==> config.mk <==
export PLATFORM = sky130hd
export DESIGN_NAME = alu_exec_unit
export DESIGN_NICKNAME = d
export VERILOG_FILES = /design/src/rtl/alu_exec_unit.sv
export SDC_FILE = /design/constraint.sdc
export NUM_CORES = 1
export LEC_CHECK = 0
export ABC_AREA = 1
export BUFFER_PORTS_ARGS = -buffer_cell sky130_fd_sc_hd__buf_2
export CAP_MARGIN = 25
export CORE_ASPECT_RATIO = 1.25
export CORE_MARGIN = 2
export CORE_UTILIZATION = 35
export DETAILED_ROUTE_END_ITERATION = 8
export GPL_ROUTABILITY_DRIVEN = 1
export GPL_TIMING_DRIVEN = 0
export HOLD_SLACK_MARGIN = 0.06
export PLACE_DENSITY_LB_ADDON = 0.08
export SYNTH_ARGS = -nofsm -noshare
export SYNTH_HDL_FRONTEND = slang
export SYNTH_SLANG_ARGS = --single-unit
==> constraint.sdc <==
create_clock -name clk -period 3.55 [get_ports clk]
set_input_delay 0 -clock clk [delete_from_list [all_inputs] [get_ports clk]]
set_output_delay 0 -clock clk [all_outputs]
set_load 0.01 [all_outputs]
==> src/rtl/alu_exec_unit.sv <==
// Execute stage: single-cycle add/sub, 16-iteration shift-add multiply and restoring divide.
// Define ALU_HI_RESULT_EN to return the product high word / remainder on result_hi.
module alu_exec_unit #(
   parameter int DATA_W = 16
) (
   input  logic              clk,
   input  logic              rst,
   input  logic              in_valid,
   output logic              in_ready,
   input  logic [1:0]        op_opcode,
   input  logic [DATA_W-1:0] rs1_reg_val,
   input  logic [DATA_W-1:0] rs2_reg_val,
   output logic              out_valid,
   input  logic              out_ready,
   output logic [DATA_W-1:0] result,
   output logic [DATA_W-1:0] result_hi,
   output logic              carry,
   output logic              div_by_zero
);
`ifdef ALU_HI_RESULT_EN
   localparam int AW = 2 * DATA_W;
`else
   localparam int AW = DATA_W;
`endif
   localparam logic [4:0] LAST_ITER = 5'(DATA_W - 1);

   typedef enum logic [1:0] {
      S_IDLE = 2'd0,
      S_MUL  = 2'd1,
      S_DIV  = 2'd2,
      S_DONE = 2'd3
   } state_t;

   state_t            state_q, state_d;
   logic [4:0]        cnt_q, cnt_d;
   logic [AW-1:0]     mcand_q, mcand_d, acc_q, acc_d;
   logic [DATA_W-1:0] mplier_q, mplier_d, rem_q, rem_d, quo_q, quo_d, dvsr_q, dvsr_d;
   logic [DATA_W-1:0] result_q, result_d, result_hi_q, result_hi_d;
   logic              carry_q, carry_d, dbz_q, dbz_d;

   logic              accept_s, div_ok_s;
   logic [AW-1:0]     mul_sum_s;
   logic [DATA_W:0]   add_s, sub_s, div_shift_s, div_trial_s;
   logic [DATA_W-1:0] rem_next_s, quo_next_s, dz_hi_s, mul_hi_s, div_hi_s;

   assign in_ready = ~rst & ((state_q == S_IDLE) | ((state_q == S_DONE) & out_ready));
   assign accept_s = in_valid & in_ready;

   assign add_s = {1'b0, rs1_reg_val} + {1'b0, rs2_reg_val};
   assign sub_s = {1'b0, rs1_reg_val} - {1'b0, rs2_reg_val};

   assign mul_sum_s = mplier_q[0] ? (acc_q + mcand_q) : acc_q;

   // Restoring step: the trial difference is negative exactly when its top bit is set.
   assign div_shift_s = {rem_q, quo_q[DATA_W-1]};
   assign div_trial_s = div_shift_s - {1'b0, dvsr_q};
   assign div_ok_s    = ~div_trial_s[DATA_W];
   assign rem_next_s  = div_ok_s ? div_trial_s[DATA_W-1:0] : div_shift_s[DATA_W-1:0];
   assign quo_next_s  = {quo_q[DATA_W-2:0], div_ok_s};

`ifdef ALU_HI_RESULT_EN
   assign dz_hi_s  = rs1_reg_val;
   assign mul_hi_s = mul_sum_s[AW-1 -: DATA_W];
   assign div_hi_s = rem_next_s;
`else
   assign dz_hi_s  = {DATA_W{1'b0}};
   assign mul_hi_s = {DATA_W{1'b0}};
   assign div_hi_s = {DATA_W{1'b0}};
`endif

   // Next-state, datapath and output-register update; a new operation always wins.
   always_comb begin
      state_d     = state_q;
      cnt_d       = cnt_q;
      mcand_d     = mcand_q;
      acc_d       = acc_q;
      mplier_d    = mplier_q;
      rem_d       = rem_q;
      quo_d       = quo_q;
      dvsr_d      = dvsr_q;
      result_d    = result_q;
      result_hi_d = result_hi_q;
      carry_d     = carry_q;
      dbz_d       = dbz_q;
      if (accept_s) begin
         case (op_opcode)
            2'd0: begin
               result_d    = add_s[DATA_W-1:0];
               carry_d     = add_s[DATA_W];
               result_hi_d = {DATA_W{1'b0}};
               dbz_d       = 1'b0;
               state_d     = S_DONE;
            end
            2'd1: begin
               result_d    = sub_s[DATA_W-1:0];
               carry_d     = sub_s[DATA_W];
               result_hi_d = {DATA_W{1'b0}};
               dbz_d       = 1'b0;
               state_d     = S_DONE;
            end
            2'd2: begin
               mcand_d  = AW'(rs1_reg_val);
               mplier_d = rs2_reg_val;
               acc_d    = {AW{1'b0}};
               cnt_d    = 5'd0;
               state_d  = S_MUL;
            end
            2'd3: begin
               if (rs2_reg_val == {DATA_W{1'b0}}) begin
                  result_d    = {DATA_W{1'b1}};
                  result_hi_d = dz_hi_s;
                  carry_d     = 1'b0;
                  dbz_d       = 1'b1;
                  state_d     = S_DONE;
               end else begin
                  rem_d   = {DATA_W{1'b0}};
                  quo_d   = rs1_reg_val;
                  dvsr_d  = rs2_reg_val;
                  cnt_d   = 5'd0;
                  state_d = S_DIV;
               end
            end
            default: state_d = S_IDLE;
         endcase
      end else begin
         case (state_q)
            S_MUL: begin
               acc_d    = mul_sum_s;
               mcand_d  = {mcand_q[AW-2:0], 1'b0};
               mplier_d = {1'b0, mplier_q[DATA_W-1:1]};
               cnt_d    = cnt_q + 5'd1;
               if (cnt_q == LAST_ITER) begin
                  result_d    = mul_sum_s[DATA_W-1:0];
                  result_hi_d = mul_hi_s;
                  carry_d     = 1'b0;
                  dbz_d       = 1'b0;
                  state_d     = S_DONE;
               end else begin
                  state_d = S_MUL;
               end
            end
            S_DIV: begin
               rem_d = rem_next_s;
               quo_d = quo_next_s;
               cnt_d = cnt_q + 5'd1;
               if (cnt_q == LAST_ITER) begin
                  result_d    = quo_next_s;
                  result_hi_d = div_hi_s;
                  carry_d     = 1'b0;
                  dbz_d       = 1'b0;
                  state_d     = S_DONE;
               end else begin
                  state_d = S_DIV;
               end
            end
            S_DONE: begin
               if (out_ready) begin
                  state_d = S_IDLE;
               end else begin
                  state_d = S_DONE;
               end
            end
            default: state_d = S_IDLE;
         endcase
      end
   end

   // State and output registers with synchronous reset.
   always_ff @(posedge clk) begin
      if (rst) begin
         state_q     <= S_IDLE;
         cnt_q       <= 5'd0;
         mcand_q     <= {AW{1'b0}};
         acc_q       <= {AW{1'b0}};
         mplier_q    <= {DATA_W{1'b0}};
         rem_q       <= {DATA_W{1'b0}};
         quo_q       <= {DATA_W{1'b0}};
         dvsr_q      <= {DATA_W{1'b0}};
         result_q    <= {DATA_W{1'b0}};
         result_hi_q <= {DATA_W{1'b0}};
         carry_q     <= 1'b0;
         dbz_q       <= 1'b0;
      end else begin
         state_q     <= state_d;
         cnt_q       <= cnt_d;
         mcand_q     <= mcand_d;
         acc_q       <= acc_d;
         mplier_q    <= mplier_d;
         rem_q       <= rem_d;
         quo_q       <= quo_d;
         dvsr_q      <= dvsr_d;
         result_q    <= result_d;
         result_hi_q <= result_hi_d;
         carry_q     <= carry_d;
         dbz_q       <= dbz_d;
      end
   end

   assign out_valid   = (state_q == S_DONE);
   assign result      = result_q;
   assign result_hi   = result_hi_q;
   assign carry       = carry_q;
   assign div_by_zero = dbz_q;
endmodule

==> metrics.yaml <==
die_h_um: 190
vias_per_cell: 4.96
timing.final.crit_share: 0.704
grt_pass1_wl_um: 53700
diodes: 0
area_growth_pct: 17.7
rr_startpoint: "quo_q[15]"
synthArstFlopShare: 0
cts.clk_slew.worst_paths_ns: 0.06
crit_path_end_kind: "flop"
whs_path_depth: 5
synth.distinct_cells: 44
cts_buffers: 17
path_cells: "inv_1 -> ha_1 -> fa_1 -> inv_1 -> nand3_1 -> nand2_2 -> nand2_2 -> nand2_2 -> nand2_4 -> nand2_2 -> nand2_1 -> nand2_2 -> buf_6 -> nand2_1 -> nand3_1 -> a21oi_1"
drtPass1Iterations: 7
grt_max_degree: 17
ys_seq_elements: 121
fin_tns_setup_ns: 0
slew_headroom: 0.525
startpoint_type: "flop"
crit_path_top_delay_cell: "fa_1"
synth.avg_cell_area_um2: 6.08
grt.overflow.total: 0
critPathLaunch: "quo_q[15]"
grt_setup_unrepaired: "false"
core.rowCount: 67
hold_path_class: "input pin to flop"
timing.fmax_ghz: 0.400
post_cts_resized: 0
grtUsageTotal: 0.239
post-route-drc-count: 0
ys_warn_count: 0
setup_viol: 0
fin_crit_ns: 2.50
detailroute.via_count: 10283
top_level_ports: 74
cpMostUsedCell: "nand2_2"
fin_util: 0.420
cts_htree_levels: 4
cts.sinks: 121
ant_nets: 0
maxCapViolCount: 0
gp_congestion: 0.965
wl_per_cell_um: 16.7
core_area_mm2: 0.0270
cp_slowest_stage_delay_ns: 0.42
antenna_found_initial: 0
dpl_worst_slack_ns: 1.02
p_leak_nw: 5.58
cts_tree: "done"
fin_ws_ns: 1.05
cts-root-buf: "clkbuf_16"
layout-drive-gt1-share: 0.106
first_global_vias: 9756
start_util: 0.357
synth_edf_count: 0
finalClockSkew_ns: 0.0118
crit_arrival_ns: 2.77
fin_nets: 1826
critPathKind: "flop to flop"
drv_slew: 0
clock_latency_ns: 0.42
clk_path_buf_depth: 2
hpwl_um: 28200
seq_area_frac_synth: 0.251
synth-main-ff-cell: "dfxtp_1"
synthCells: 1586
power_density_mw_per_mm2: 399
hold_viol: 0
status: "finished clean"
hold_start: "op_opcode[0]"
place.port_buffers: 56
worst-path-max-fanout: 10
drt-initial-drc-count: 609
routed_wl_um: 34600
r2r_cells: 16
vdd_drop_max_uv: 331
tightestPinTransition_ns: 0.712
syn_area_mm2: 0.00964
dieArea_mm2: 0.0289
die_width_um: 152
worst_ep_required_time_ns: 3.82
==> synth_stat cells, types with 11 or more instances <==
cell / count / share of area
ha_1: 70 / 0.091
inv_1: 231 / 0.090
nor2_1: 87 / 0.034
nand3_1: 154 / 0.080
buf_2: 26 / 0.013
o21a_1: 13 / 0.010
o21ai_0: 73 / 0.038
or2_2: 11 / 0.0071
a31oi_1: 36 / 0.023
nand4_1: 14 / 0.0091
nand2_1: 490 / 0.19
clkbuf_1: 26 / 0.010
a21oi_1: 127 / 0.066
buf_4: 22 / 0.017
dfxtp_1: 121 / 0.25
==> layout make-up <==
type	count	area [µm²]
clock inverter	15	129
sequential	121	2420
buffer	80	448
inverter	241	907
clock buffer	17	425
multi-input combinational	1159	5920
fill	2980	15600
tap	345	432
timing repair buffer	94	661
==> routing by layer <==
layer	share of wire	global-route usage	wire length (µm)	up-vias
met4	0.053	0.129	1850	0
met1	0.44	0.283	15200	4682
met5	0	0	0	-
li1	-	-	-	5297
met3	0.031	0.0253	1090	77
met2	0.48	0.424	16500	227
==> state kept, by name, indices dropped and copies added (netlist names), named ones only <==
signal	count
acc_q	16
dvsr_q	16
mcand_q	16
mplier_q	16
quo_q	16
rem_q	16
result	16
cnt_q	5
carry	1
div_by_zero	1
state_q	1
==> final timing paths <==
| kind | end | slack [ns] |
|---|---|---|
| max | rem_q[11] | 1.05 |
| min reg2reg | quo_q[10] | 0.46 |
| max reg2reg | rem_q[11] | 1.05 |
| min | div_by_zero | 0.10 |
==> placed cells by master (no fill, tap or decap), types with 16 or more instances in the layout <==
cell type / netlist / final
inv_1: 231 / 231
dfxtp_1: 121 / 121
buf_2: 26 / 82
a21oi_1: 127 / 127
o21ai_0: 73 / 73
a31oi_1: 36 / 36
dlygate4sd3_1: 0 / 38
clkbuf_1: 26 / 26
nand2_1: 490 / 490
nor2_1: 87 / 87
ha_1: 70 / 70
clkbuf_16: 0 / 17
conb_1: 1 / 16
buf_4: 22 / 22
nand3_1: 154 / 154
==> kinds of logic after synthesis <==
group,count (synthesis),synth area share
AOI/OAI and AO/OA,262,0.148
xor gates and xnor gates,14,0.0127
adders and majority gates,74,0.0991
buffers and inverters,321,0.141
DFF,121,0.251
other,1,0.000389
and+or+nand+nor,793,0.348
==> through the flow <==
| stage | instance area, µm² | total power, mW | hold slack (ns) | std cells |
|---|---|---|---|---|
| 5_1_grt | 11300 | 4.80 | 0.118 | 2072 |
| 2_1_floorplan | 9700 | 2.47 | 0.147 | 1601 |
| 6_report | 11300 | 4.53 | 0.104 | 2072 |
| 3_3_place_gp | 10400 | 2.88 | 0.332 | 2002 |
| 3_5_place_dp | 10400 | 2.89 | 0.339 | 2002 |
| 4_1_cts | 11300 | 4.56 | 0.0874 | 2072 |
==> repair_timing <==
| action | CTS | global route |
|---|---|---|
| hold buffers | 38 | 0 |
| setup endpoints to repair | 0 | 0 |
| setup buffers | 0 | 0 |
| endpoints found under the hold margin | 69 | 0 |
==> critical path: cells and delay by family, from the launching register on <==
family,cells,cell delay (ns)
AOI/OAI and AO/OA,1,0.06
buffers and inverters,3,0.37
DFF,1,0.32
and+or+nand+nor,10,0.94
adders and majority gates,2,0.65
==> report_power, final <==
part           switching [mW]  total, mW  internal, mW
clock                   0.675       1.64         0.961
combinational           0.932       1.42         0.484
sequential             0.0506       1.48          1.43
Note: power is estimated with default switching activity, not from simulation.
